**config.mk**
```make
export PLATFORM = sky130hd
export DESIGN_NAME = uart_tx_fifo
export DESIGN_NICKNAME = d
export VERILOG_FILES = /design/src/rtl/uart_tx_fifo.sv
export SDC_FILE = /design/constraint.sdc
export NUM_CORES = 1
export LEC_CHECK = 0
export CELL_PAD_IN_SITES_DETAIL_PLACEMENT = 0
export CELL_PAD_IN_SITES_GLOBAL_PLACEMENT = 2
export CORE_UTILIZATION = 44
export DETAILED_ROUTE_END_ITERATION = 8
export PLACE_DENSITY_LB_ADDON = 0.12
export RECOVER_POWER = 50
export SKIP_CTS_REPAIR_TIMING = 1
export SYNTH_ARGS = -nofsm -noshare
export SYNTH_HDL_FRONTEND = slang
export SYNTH_SLANG_ARGS = --single-unit
```
**constraint.sdc**
```tcl
create_clock -name CLK -period 5 [get_ports CLK]
set_input_delay 1 -clock CLK [delete_from_list [all_inputs] [get_ports CLK]]
set_output_delay 1 -clock CLK [all_outputs]
set_load 0.02 [all_outputs]
```
**src/rtl/uart_tx_fifo.sv**
```systemverilog
// uart_tx_fifo: 8N1 UART transmitter fed by a small circular FIFO.
// Bytes are queued on WR and sent LSB-first with one start and one stop bit.
`timescale 1ns/1ps
module uart_tx_fifo #(
  parameter int unsigned CLKS_PER_BIT = 2613,
  parameter int unsigned ADDR_W       = 2,
  parameter int unsigned DBIT         = 8
) (
  input  logic            CLK,
  input  logic            RESET,
  input  logic            WR,
  input  logic [DBIT-1:0] DIN,
  output logic            FULL,
  output logic            EMPTY,
  output logic            TX,
  output logic            TX_BUSY,
  output logic            TX_DONE
);

  localparam int unsigned DEPTH = 1 << ADDR_W;
  localparam int unsigned CNT_W = (CLKS_PER_BIT > 1) ? $clog2(CLKS_PER_BIT) : 1;
  localparam int unsigned IDX_W = (DBIT > 1) ? $clog2(DBIT) : 1;
  localparam logic [CNT_W-1:0]  CNT_LAST  = CNT_W'(CLKS_PER_BIT - 1);
  localparam logic [IDX_W-1:0]  IDX_LAST  = IDX_W'(DBIT - 1);
  localparam logic [ADDR_W:0]   COUNT_MAX = (ADDR_W+1)'(DEPTH);

  typedef enum logic [1:0] {IDLE, START, DATA, STOP} state_t;

  state_t            state, state_n;
  logic [CNT_W-1:0]  cnt, cnt_n;
  logic [IDX_W-1:0]  idx, idx_n;
  logic [DBIT-1:0]   shift, shift_n;
  logic              pop;
  logic              tx_n, busy_n, done_n;

  logic [DBIT-1:0]   mem [DEPTH];
  logic [ADDR_W-1:0] wptr, rptr;
  logic [ADDR_W:0]   count, count_n;
  logic              push;

  // A write is taken only when the pre-edge FULL flag is clear
  assign push = WR && !FULL;

  // Occupancy after this edge: simultaneous push and pop cancel out
  always_comb begin
    count_n = count;
    if (push && !pop) begin
      count_n = count + 1'b1;
    end else if (!push && pop) begin
      count_n = count - 1'b1;
    end
  end

  // FIFO pointers, count and registered status flags
  always_ff @(posedge CLK or posedge RESET) begin
    if (RESET) begin
      wptr  <= '0;
      rptr  <= '0;
      count <= '0;
      FULL  <= 1'b0;
      EMPTY <= 1'b1;
    end else begin
      if (push) wptr <= wptr + 1'b1;
      if (pop)  rptr <= rptr + 1'b1;
      count <= count_n;
      FULL  <= (count_n == COUNT_MAX);
      EMPTY <= (count_n == '0);
    end
  end

  // FIFO storage; contents need no reset since count gates every read
  always_ff @(posedge CLK) begin
    if (push) mem[wptr] <= DIN;
  end

  // State register plus registered line outputs
  always_ff @(posedge CLK or posedge RESET) begin
    if (RESET) begin
      state   <= IDLE;
      cnt     <= '0;
      idx     <= '0;
      shift   <= '0;
      TX      <= 1'b1;
      TX_BUSY <= 1'b0;
      TX_DONE <= 1'b0;
    end else begin
      state   <= state_n;
      cnt     <= cnt_n;
      idx     <= idx_n;
      shift   <= shift_n;
      TX      <= tx_n;
      TX_BUSY <= busy_n;
      TX_DONE <= done_n;
    end
  end

  // Next-state: bit timing, bit index and shift register
  always_comb begin
    state_n = state;
    cnt_n   = cnt;
    idx_n   = idx;
    shift_n = shift;
    pop     = 1'b0;
    case (state)
      IDLE: begin
        if (!EMPTY) begin
          pop     = 1'b1;
          shift_n = mem[rptr];
          cnt_n   = '0;
          idx_n   = '0;
          state_n = START;
        end
      end
      START: begin
        if (cnt == CNT_LAST) begin
          cnt_n   = '0;
          idx_n   = '0;
          state_n = DATA;
        end else begin
          cnt_n = cnt + 1'b1;
        end
      end
      DATA: begin
        if (cnt == CNT_LAST) begin
          cnt_n   = '0;
          shift_n = shift >> 1;
          if (idx == IDX_LAST) begin
            state_n = STOP;
          end else begin
            idx_n = idx + 1'b1;
          end
        end else begin
          cnt_n = cnt + 1'b1;
        end
      end
      STOP: begin
        if (cnt == CNT_LAST) begin
          cnt_n   = '0;
          state_n = IDLE;
        end else begin
          cnt_n = cnt + 1'b1;
        end
      end
      default: state_n = IDLE;
    endcase
  end

  // Output decode from the upcoming state so the flops line up with it
  always_comb begin
    tx_n   = 1'b1;
    busy_n = 1'b0;
    done_n = 1'b0;
    case (state_n)
      START: begin
        tx_n   = 1'b0;
        busy_n = 1'b1;
      end
      DATA: begin
        tx_n   = shift_n[0];
        busy_n = 1'b1;
      end
      STOP: begin
        busy_n = 1'b1;
        done_n = (cnt_n == CNT_LAST);
      end
      default: ;
    endcase
  end

endmodule

```
==> impl_metrics.yaml <==
sta:
  drv_slew: 38
  relSlewSlack_pct: -39.2
  finClkSkew_ns: 0.00824
  tightestPinTransition_ns: 2.09
  timing_hold_violations_final: 0
  rsz0062_at_grt: "no"
  hold_slack_ns: 0.486
  fin_setup_tns_ns: 0
  fin_crit_sh_pct: 61.0
  max_freq_mhz: 328
  fin_crit_ns: 3.05
  setup_violations: 0
  fin_ws_ns: 1.95
cts:
  path_clk_slew_ns: 0.07
  cts_tree: "done"
  h-tree-depth: 3
  clk_latency_ns: 0.34
  clockBufferDepth: 2
  clockRootBuffer: "clkbuf_8"
  clkSinkCount: 69
  numCtsBuffers: 9
job:
  maxCapViolCount: 1
worst_setup_path:
  arrival_ns: 3.08
  cp_slowest_stage_delay_ns: 1.48
  startpoint_type: "input pin"
  cp-end-kind: "async pin"
  cp_slowest_cell: "clkbuf_1"
  path_cells: "dlygate4sd3_1, inv_1, clkbuf_1"
  worst_ep_required_time_ns: 5.03
  critPathMaxFanout: 37
  crit_type: "in2async"
placed_design:
  place_congestion: 0.710
  post_dp_cell_area_mm2: 0.00353
  dp_slack_ns: 1.98
  port_buffers: 15
  dp_hpwl_mm: 4.07
  dp.cells: 377
drt:
  first_pass_iters: 4
  drc_errors: 0
  totalWireLength_mm: 5.95
  wl_per_cell_um: 15.2
  dr.first_iter.drc_count: 56
  viasPerCell: 5.38
  antenna_left: 0
  vias: 2109
layout:
  finalInstanceArea_mm2: 0.00372
  fillers: 662
  drive_gt1_share_pct: 9.22
  final_nets: 311
  diodes: 0
  area_growth_pct: 12.3
  layout.cells.non_filler: 392
  final_core_util_pct: 51.4
synthesis:
  yosysWarnings: 0
  synth-seq-cells: 69
  async_flop_share_pct: 53.6
  synth_edf_count: 32
  seq_area_frac_synth_pct: 56.9
  avgSynthCellArea_um2: 12.0
  syn-cell-area_mm2: 0.00332
  netlist-cell-type-count: 49
  netlist_instances: 277
  synth_nets: 299
  yosys_most_used_dff: "dfrtp_1"
power:
  irDropWorstVdd_v: 0.000231
  power_leakage_nw: 1.43
  power.total_mw: 1.77
  power.density_mw_per_mm2: 475
outcome:
  status: "finished with violations"
  violations: "max-capacitance violations, max-slew violations"
global_route:
  grt_max_degree: 38
  grt_pass1_wl_mm: 9.85
  overflow: 0
  antenna_found_initial: 0
  grt_pass1_vias: 2042
  globalRouteTotalUtil_pct: 17.0
die:
  dieArea_mm2: 0.00789
  die_x_um: 88.8
  start_util_pct: 45.7
  row_count: 31
  fp.dieH_um: 88.8
  core_region_area_mm2: 0.00725
  io_pins: 16
min_path:
  hold_path.class: "reg2reg"
==> layout make-up <==
type / instances / area [um^2] / share of cell area [%]
Clock buffer: 10 / 128 / 3.43
Clock inverter: 5 / 76.3 / 2.05
Inverter: 15 / 56.3 / 1.51
Multi-Input combinational cell: 177 / 1290 / 34.7
Sequential cell: 69 / 1890 / 50.7
Tap cell: 99 / 124 / 3.33
Timing Repair Buffer: 17 / 158 / 4.23
==> path summary, 6_finish.rpt <==
kind / to / cells after the start / startpoint / slack, ns
max: shift[7] / 3 / RESET / 1.95
min: shift[2] / 1 / shift[2] / 0.49
max reg2reg: TX_DONE / 5 / state[0] / 2.73
min reg2reg: shift[2] / 1 / shift[2] / 0.49
max in group CLK: EMPTY / 6 / WR / 2.33
min in group asynchronous: TX_BUSY / 3 / RESET / 1.85
==> critical path, delay by kind of cell <==
| kind | cells | cell delay (ns) |
|---|---|---|
| buffers and inverters | 3 | 2.06 |
==> cells in the final DEF (no fill, tap or decap), types with 2 or more instances in the layout <==
master	n
and2_1	7
a31oi_1	2
nand4_1	2
a21oi_1	7
o21ai_0	24
dlygate4sd3_1	9
a22o_1	6
or4_1	2
nor3_1	3
and4_1	2
nor2_1	14
dfrtp_1	35
xnor2_1	7
mux4_2	8
nor2b_1	5
bufinv_16	2
dfstp_2	2
nor3b_1	2
inv_1	15
nand2_1	23
clkdlybuf4s50_1	6
o31ai_1	7
nand3_1	9
nor4_1	2
a21o_1	7
ha_1	11
edfxtp_1	32
mux2i_1	3
and3_1	2
clkbuf_8	9
clkbuf_1	3
o221ai_1	2
or3_1	2
==> cell usage after synthesis (all sizes together) (3+ instances only) <==
cell    count  share of area, %
a21o        7               1.6
a21oi       7               1.1
a22o        6               1.6
and2        7               1.3
buf        10               1.7
clkbuf      6              0.68
dfrtp      35                26
edfxtp     32                29
ha         11               4.1
inv        15               1.7
mux2i       3              0.91
mux4        8               5.4
nand2      23               2.6
nand3       9               1.4
nor2       14               1.6
nor2b       5              0.94
nor3        3              0.45
nor3b       3              0.83
o21ai      24               3.6
o31ai       7               1.6
xnor2       7               1.8
==> state kept, by name, summed over array words and instances, names as in the netlist, 2 cells and up <==
signal and flops:
state 2, count 3, rptr 2, mem 32, idx 3, shift 8, cnt 12, wptr 2
==> logic make-up (layout without fill, tap and decap cells) <==
kind of cell / after synthesis / in the layout / share of synthesized area (%)
buf+inv: 31 / 47 / 4.07
simple gates: 82 / 82 / 13.5
xor+xnor: 8 / 8 / 2.11
flops: 69 / 69 / 56.9
compound gates: 65 / 65 / 12.9
mux: 11 / 11 / 6.33
fa+ha+maj: 11 / 11 / 4.15
==> routing by layer <==
| metal | part of all wire [%] | routed length, um | track usage [%] |
|---|---|---|---|
| met3 | 2.5 | 146 | 4.76 |
| met4 | 1.0 | 61 | 6.60 |
| met2 | 50 | 2980 | 28.7 |
| met5 | 0 | 0 | 0 |
| met1 | 46 | 2760 | 20.7 |
==> report_power, final <==
group          internal (mW)  switching (mW)  total (mW)
combinational          0.216           0.194       0.411
sequential             0.739           0.144       0.882
clock                  0.276           0.202       0.478
(Power assumes the default switching activity.)
